[src/rtl/loop_nest_sequencer.sv]
// loop_nest_sequencer: walks the (a, j, i) index space once per start, issuing
// one tuple per handshake, tracking in-flight work and pulsing done at pass end.
// Optional build macro SEQ_CYCLE_CNT_EN adds a 32-bit saturating busy-cycle
// counter on output cycle_cnt.
module loop_nest_sequencer #(
  parameter  int J       = 14,
  parameter  int I       = 7,
  parameter  int A       = 2,
  parameter  int MAX_OUT = 4,
  localparam int J_WIDTH = $clog2(J) + 1,
  localparam int I_WIDTH = $clog2(I) + 1,
  localparam int A_WIDTH = $clog2(A) + 1,
  localparam int O_WIDTH = $clog2(MAX_OUT) + 1
) (
  input  logic               clk,
  input  logic               rst,
  input  logic               start,
  input  logic               abort,
  output logic               idx_valid,
  input  logic               idx_ready,
  output logic [A_WIDTH-1:0] idx_a,
  output logic [J_WIDTH-1:0] idx_j,
  output logic [I_WIDTH-1:0] idx_i,
  output logic               idx_first,
  output logic               idx_last,
  input  logic               resp_valid,
  output logic               busy,
  output logic               done,
  output logic               aborted,
`ifdef SEQ_CYCLE_CNT_EN
  output logic [31:0]        cycle_cnt,
`endif
  output logic               err
);

  typedef enum logic [1:0] {
    ST_IDLE,
    ST_ISSUE,
    ST_DRAIN,
    ST_DONE
  } state_t;

  localparam logic [I_WIDTH-1:0] I_LAST = I_WIDTH'(I - 1);
  localparam logic [J_WIDTH-1:0] J_LAST = J_WIDTH'(J - 1);
  localparam logic [A_WIDTH-1:0] A_LAST = A_WIDTH'(A - 1);
  localparam logic [O_WIDTH-1:0] O_MAX  = O_WIDTH'(MAX_OUT);

  state_t             r_state;
  state_t             w_nextState;
  logic [A_WIDTH-1:0] r_a;
  logic [J_WIDTH-1:0] r_j;
  logic [I_WIDTH-1:0] r_i;
  logic [O_WIDTH-1:0] r_outstanding;
  logic               r_err;
  logic               r_aborted;

  logic w_canIssue;
  logic w_xfer;
  logic w_accept;
  logic w_abortTake;
  logic w_iWrap;
  logic w_jWrap;
  logic w_aWrap;
  logic w_isFirst;
  logic w_isLast;
  logic w_noneOut;

  // The outstanding limit only gates issue while walking the index space;
  // idx_ready never feeds back into idx_valid, so the handshake cannot loop.
  assign w_canIssue  = (r_state == ST_ISSUE) && (r_outstanding < O_MAX);
  assign w_xfer      = w_canIssue && idx_ready;
  assign w_accept    = (r_state == ST_IDLE) && start;
  assign w_abortTake = (r_state == ST_ISSUE) && abort;
  assign w_noneOut   = (r_outstanding == '0);

  assign w_iWrap   = (r_i == I_LAST);
  assign w_jWrap   = (r_j == J_LAST);
  assign w_aWrap   = (r_a == A_LAST);
  assign w_isLast  = w_iWrap && w_jWrap && w_aWrap;
  assign w_isFirst = (r_i == '0) && (r_j == '0) && (r_a == '0);

  assign idx_a = r_a;
  assign idx_j = r_j;
  assign idx_i = r_i;
  assign err   = r_err;

  // Hold the current controller state; reset drops straight back to IDLE.
  always_ff @(posedge clk or posedge rst) begin
    if (rst) begin
      r_state <= ST_IDLE;
    end else begin
      r_state <= w_nextState;
    end
  end

  // Pick the next state: issue until the last tuple goes out or abort, then
  // wait for every in-flight response before the single DONE cycle.
  always_comb begin
    w_nextState = r_state;
    case (r_state)
      ST_IDLE: begin
        if (start) begin
          w_nextState = ST_ISSUE;
        end
      end
      ST_ISSUE: begin
        if (abort || (w_xfer && w_isLast)) begin
          w_nextState = ST_DRAIN;
        end
      end
      ST_DRAIN: begin
        if (w_noneOut) begin
          w_nextState = ST_DONE;
        end
      end
      ST_DONE: begin
        w_nextState = ST_IDLE;
      end
      default: begin
        w_nextState = ST_IDLE;
      end
    endcase
  end

  // Decode handshake and status outputs purely from registered state so
  // every output is glitch-free and zero while reset is held.
  always_comb begin
    idx_valid = 1'b0;
    idx_first = 1'b0;
    idx_last  = 1'b0;
    busy      = 1'b0;
    done      = 1'b0;
    aborted   = 1'b0;
    case (r_state)
      ST_ISSUE: begin
        idx_valid = w_canIssue;
        idx_first = w_isFirst;
        idx_last  = w_isLast;
        busy      = 1'b1;
      end
      ST_DRAIN: begin
        busy = 1'b1;
      end
      ST_DONE: begin
        done    = 1'b1;
        aborted = r_aborted;
      end
      default: begin
        busy = 1'b0;
      end
    endcase
  end

  // Step the index tuple on each accepted transfer, i fastest then j then a;
  // a stalled tuple simply keeps its registered value.
  always_ff @(posedge clk or posedge rst) begin
    if (rst) begin
      r_a <= '0;
      r_j <= '0;
      r_i <= '0;
    end else if (w_accept) begin
      r_a <= '0;
      r_j <= '0;
      r_i <= '0;
    end else if (w_xfer) begin
      if (w_iWrap) begin
        r_i <= '0;
        if (w_jWrap) begin
          r_j <= '0;
          if (w_aWrap) begin
            r_a <= '0;
          end else begin
            r_a <= r_a + A_WIDTH'(1);
          end
        end else begin
          r_j <= r_j + J_WIDTH'(1);
        end
      end else begin
        r_i <= r_i + I_WIDTH'(1);
      end
    end
  end

  // Count tuples in flight; a response with nothing outstanding is flagged
  // as an error and never lets the counter underflow.
  always_ff @(posedge clk or posedge rst) begin
    if (rst) begin
      r_outstanding <= '0;
    end else if (w_xfer && !resp_valid) begin
      r_outstanding <= r_outstanding + O_WIDTH'(1);
    end else if (!w_xfer && resp_valid && !w_noneOut) begin
      r_outstanding <= r_outstanding - O_WIDTH'(1);
    end
  end

  // Sticky error for unexpected responses, cleared only by a new pass.
  always_ff @(posedge clk or posedge rst) begin
    if (rst) begin
      r_err <= 1'b0;
    end else if (w_accept) begin
      r_err <= 1'b0;
    end else if (resp_valid && w_noneOut) begin
      r_err <= 1'b1;
    end
  end

  // Remember that this pass was cut short so DONE can report it; the flag
  // is dropped as DONE hands back to IDLE.
  always_ff @(posedge clk or posedge rst) begin
    if (rst) begin
      r_aborted <= 1'b0;
    end else if (w_accept || (r_state == ST_DONE)) begin
      r_aborted <= 1'b0;
    end else if (w_abortTake) begin
      r_aborted <= 1'b1;
    end
  end

`ifdef SEQ_CYCLE_CNT_EN
  logic [31:0] r_cycleCnt;

  assign cycle_cnt = r_cycleCnt;

  // Measure pass length in busy cycles, holding the result after done and
  // pinning at all-ones rather than wrapping.
  always_ff @(posedge clk or posedge rst) begin
    if (rst) begin
      r_cycleCnt <= '0;
    end else if (w_accept) begin
      r_cycleCnt <= '0;
    end else if (busy && (r_cycleCnt != 32'hFFFF_FFFF)) begin
      r_cycleCnt <= r_cycleCnt + 32'd1;
    end
  end
`else
  // Without the cycle counter the sequencer carries no extra state.
`endif

endmodule

[config.mk]
export PLATFORM = sky130hd
export DESIGN_NAME = loop_nest_sequencer
export DESIGN_NICKNAME = d
export VERILOG_FILES = /design/src/rtl/loop_nest_sequencer.sv
export SDC_FILE = /design/constraint.sdc
export NUM_CORES = 1
export LEC_CHECK = 0
export ABC_AREA = 1
export CELL_PAD_IN_SITES_DETAIL_PLACEMENT = 0
export CELL_PAD_IN_SITES_GLOBAL_PLACEMENT = 1
export CORE_MARGIN = 2
export CORE_UTILIZATION = 30
export CTS_CLUSTER_DIAMETER = 200
export DETAILED_ROUTE_END_ITERATION = 16
export PLACE_DENSITY = 0.73
export SLEW_MARGIN = 20
export SYNTH_ARGS = -nofsm -noshare
export SYNTH_HDL_FRONTEND = slang
export SYNTH_SLANG_ARGS = --single-unit
[constraint.sdc]
create_clock -name clk -period 3.3 [get_ports clk]
set_clock_uncertainty 0.15 [all_clocks]
set_input_delay 0.66 -clock clk [delete_from_list [all_inputs] [get_ports clk]]
set_output_delay 0.66 -clock clk [all_outputs]
set_load 0.02 [all_outputs]
---- Word level (Yosys, flattened, before mapping) ----
Cells that the tools add are included.
word-level totals
  logic and storage cells ................. 83
  bits in registers ....................... 18
  ROM bits ................................ 0
  memories kept ........................... 0
  bits of input ports ..................... 6
  output and inout port bits .............. 18
  RAM bits ................................ 0
  latch bits .............................. 0
operators by class
  $mul .................................... 0
  eq/ne operators ......................... 9
  reductions and logical operators ........ 33
  muxes and demuxes ....................... 28
  divide/modulo/power cells ............... 0
  $lt $le $gt $ge ......................... 1
  bitwise logic cells ..................... 0
  shifts and indexed selects .............. 0
  add/sub/neg operators ................... 5
operators with widths
  operator               number
  $mux W5                4
  $mux W2                8
  $logic_and A1 B1 Y1    13
  $mux W4                3
  $reduce_bool A2 Y1     6
  $mux W1                10
  $pmux W2 S4            1
  $mux W3                2
  $reduce_and A3 Y1      2
  $add A5 B1 Y5 const B  1
  $eq A5 B4 Y1 const B   1
  $logic_not A5 Y1       1
  $add A4 B1 Y4 const B  1
  $eq A2 B1 Y1 const B   2
  $eq A2 B2 Y1 const B   2
  $eq A4 B3 Y1 const B   1
  $logic_not A2 Y1       2
  $logic_not A4 Y1       1
  $ne A2 B2 Y1 const B   2
  $add A3 B1 Y3 const B  1
  $logic_not A1 Y1       3
  $logic_not A3 Y1       1
  $lt A3 B3 Y1 const B   1
  $sub A3 B1 Y3 const B  1
  other kinds (5)        6

---- Depth between registers and ports, before layout ----
  depth in word-level cells ............... 8
  mapped depth ............................ 9
  mapped depth without buffers ............ 9

---- Worst setup path after synthesis ----
No wires, ideal clock.
  path type ............................... reg-to-output
  start point ............................. register r_i[0] (netlist: idx_i[0])
  end point ............................... output idx_first
  path buffers ............................ 0
  stages on the path, launching flop included .. 5
  required time ........................... 2.490 ns
  path slack .............................. 0.978 ns
  arrival time ............................ 1.512 ns
  cells stage by stage .................... dfrtp_1 > inv_1 > ha_1 > nand4_1 > nor4_1
on the way
  longest elaborated chain between the ends .. 4
RTL lines
  what                              line  text
  from (decl)                       52    logic [I_WIDTH-1:0] r_i;
  from (signal assigned)            179   r_i <= r_i + I_WIDTH'(1);
  $logic_not A4 Y1                  80    assign w_isFirst = (r_i == '0) && (r_j == '0) && (r_a == '0);
  $logic_and A1 B1 Y1 (2 in a row)  80
  $mux W1                           134   case (r_state)
  to (decl)                         24    output logic idx_first,
Every way passes these cells.

---- Final worst setup path ----
  start point ............................. register r_state[1]
  end point ............................... output idx_first
on the way
  longest elaborated chain between the ends .. 2
RTL lines
  what                    line  text
  from (decl)             48    state_t r_state;
  from (signal assigned)  92    r_state <= w_nextState;
  $eq A2 B1 Y1            134
  $mux W1                 134
Every way passes these cells.

==> results.sh <==
export IMPL_globalplace_congestion=0.828
export IMPL_syn2layout_area_growth_pct=28.8
export IMPL_worstPathArrival_ns=2.10
export IMPL_ant_nets=0
export IMPL_dieArea_um2=4540
export IMPL_clock_root_buffer="clkbuf_8"
export IMPL_synth_cells=141
export IMPL_grt_pass1_vias=965
export IMPL_regArea_um2=450
export IMPL_end_kind="output pin"
export IMPL_route_detailed_drc=0
export IMPL_min_period_ns=2.91
export IMPL_cts_tree="yes"
export IMPL_postCtsSetupBuffers=0
export IMPL_powerDensity_nw_per_um2=908
export IMPL_initial_utilization_pct=30.6
export IMPL_multiInputGateArea_um2=649
export IMPL_synth_top_cell_area_share_pct=37.3
export IMPL_die_height_um=67.4
export IMPL_worst_ep_required_time_ns=2.49
export IMPL_die_x_um=67.4
export IMPL_vias_per_cell=4.57
export IMPL_hold_path_class="reg2reg"
export IMPL_yosys_warnings=0
export IMPL_cts_buffers=3
export IMPL_place_hpwl_um=1990
export IMPL_nNetsFinal=187
export IMPL_yosysUniqueCellTypes=30
export IMPL_reg2reg_from="r_state[1]"
export IMPL_yosysSeqAreaShare_pct=37.3
export IMPL_rows=23
export IMPL_p_leak_uw=0.000753
export IMPL_r2r_end="r_outstanding[2]"
export IMPL_setup_viol=0
export IMPL_status="finished clean"
export IMPL_gr_total_overflow=0
export IMPL_crit_fanout=5
export IMPL_whs_path_depth=1
export IMPL_syn_num_nets=159
export IMPL_drive_gt1_share_pct=16.1
export IMPL_firstDrtPassIters=4
export IMPL_cts_reportedPaths_clkPinSlew_ns=0.07
export IMPL_io_pins=24
export IMPL_fmax_mhz=344
export IMPL_cts_num_sinks=18
export IMPL_rrSetupSlack_ns=1.26
export IMPL_hold_violations=0
export IMPL_pre_cts_slack_ns=0.683
export IMPL_antenna_found_initial=0
export IMPL_io_buffers=23
export IMPL_insertion_delay_ns=0.26
export IMPL_max_cap_violations=0
export IMPL_antennaDiodeCount=0
export IMPL_finalWorstSetupSlack_ns=0.390
export IMPL_startpoint="r_state[1]"
export IMPL_worstMarginPinSlew_ns=0.695
export IMPL_finalCritPeriodShare_pct=88.2
export IMPL_synth_avg_cell_area_um2=8.55
export IMPL_max_stage_delay_ns=0.66
export IMPL_setup_tns_ns=0
export IMPL_htree_num_levels=1
export IMPL_drt_total_wl_um=2520
export IMPL_worstSetupPathType="reg2out"
export IMPL_cts_buffer_depth=2
export IMPL_wl_per_cell_um=11.5
export IMPL_synthTopCellsByArea="dfrtp_1 (37%), ha_1 (11%), inv_1 (7.2%)"
export IMPL_path_cells="inv_1 > ha_1 > nand4_1 > nor4_1 > clkdlybuf4s50_1"
export IMPL_postPlaceCellArea_um2=1500
export IMPL_hold_buffers=0
export IMPL_grt_max_degree=19
export IMPL_cp_start_kind="register"
export IMPL_min_to="err"
export IMPL_reg2regPathDepth=9
export IMPL_ir_worst_vdd_mv=0.335
export IMPL_ys_seq_elements=18
export IMPL_timing_slew_headroom_pct=53.6
export IMPL_grtUsageTotal_pct=12.3
export IMPL_drt_initial_drc_count=44
export IMPL_synth_top_area_cell="dfrtp_1"
export IMPL_core_area_um2=3940
export IMPL_grt_first_pass_wirelength_um=4280
export IMPL_crit_slowest_cell="clkdlybuf4s50_1"
export IMPL_rsz0062_at_grt="no"
export IMPL_vias=996
export IMPL_report_final_slew_viol_count=0
export IMPL_fillerInstances=401
export IMPL_final_area_um2=1550
export IMPL_post_synth_instance_area_um2=1210
export IMPL_cts_repair_resized=0
export IMPL_hold_path_startpoint="err"
==> critical path, delay by kind of cell (launching register included) <==
family / cells / cell delay, ns
simple gates: 2 / 0.35
buf+inv: 2 / 0.78
flops: 1 / 0.41
fa+ha+maj: 1 / 0.30
==> logic make-up after synthesis <==
family                     after synthesis  synth area share (%)
and+or+nand+nor                         63                  29.5
AOI/OAI and AO/OA                       18                  9.13
DFF                                     18                  37.3
buffers and inverters                   27                  8.82
xor gates and xnor gates                 3                  2.18
adders and majority gates               12                  13.1
==> registers in the layout, indices dropped and copies added, names as in the netlist <==
name           cells
err                1
idx_a              2
idx_i              4
idx_j              5
r_aborted          1
r_outstanding      3
r_state            2
==> layout make-up <==
| type | instances | share of cell area [%] |
|---|---|---|
| multi-input cells | 96 | 41.8 |
| flip-flops and latches | 18 | 29.0 |
| repair buffers | 23 | 14.8 |
| inverters | 27 | 6.84 |
| well taps | 50 | 4.03 |
| clock buffers | 4 | 3.54 |
==> layout by cell type (no fill, tap or decap), drive strengths merged <==
cell type	count
a21oi	7
a22oi	1
clkbuf	4
clkdlybuf4s50	23
clkinv	1
dfrtp	18
fa	1
ha	11
inv	26
nand2	30
nand3	12
nand4	3
nor2	15
nor3	1
nor4	1
o21a	1
o21ai	7
o21bai	1
o22ai	1
or2	1
xor2	3
==> power breakdown <==
group	total (uW)	switching, uW	internal [uW]
clock network	184	78.1	106
logic	796	462	334
registers	431	109	323
==> stage by stage <==
| stage | hold slack, ns | std cells | utilization, % | total power (uW) |
|---|---|---|---|---|
| after CTS | 0.360 | 218 | 39.4 | 1430 |
| after detailed placement | 0.339 | 214 | 38.0 | 1240 |
| final | 0.357 | 218 | 39.4 | 1410 |
| after floorplan | 0.340 | 141 | - | 953 |
| after global placement | 0.328 | 214 | 38.0 | 1220 |
| after global routing | 0.378 | 218 | 39.4 | 1540 |
==> worst max path at each step <==
stage / slack, ns / cells after the start / endpoint
after CTS: 0.39 / 5 / idx_first
after global placement: 0.70 / 5 / idx_first
after global routing: 0.26 / 5 / idx_first
final: 0.39 / 5 / idx_first
after detailed placement: 0.68 / 5 / idx_first
after floorplan: 0.98 / 4 / idx_first
==> cells in the mapped netlist <==
cell,number
dfrtp_1,18
nand2_1,23
nor4_1,1
a21oi_2,1
ha_1,11
inv_1,23
a22oi_1,1
nor2_2,4
nand3_2,2
nand4_1,3
nand2_4,2
nand2_2,4
or2_2,1
nor2_8,1
o21bai_2,1
nand3_4,1
o22ai_1,1
xor2_1,3
fa_1,1
o21ai_0,5
nor2_1,10
clkinv_4,1
nor3_1,1
nand3_1,9
o21ai_2,1
nand2_8,1
o21a_1,1
o21ai_1,1
inv_2,3
a21oi_1,6
==> per-layer routing <==
| metal | wire [um] | track usage (%) | up-vias | part of all wire [%] |
|---|---|---|---|---|
| met3 | 101 | 2.50 | 3 | 4.0 |
| met1 | 1190 | 16.9 | 476 | 47 |
| met2 | 1200 | 19.7 | 19 | 48 |
| met5 | 0 | 0 | - | 0 |
| li1 | - | - | 498 | - |
| met4 | 19 | 3.06 | 0 | 0.76 |
Power figures use the tool's default switching activity.
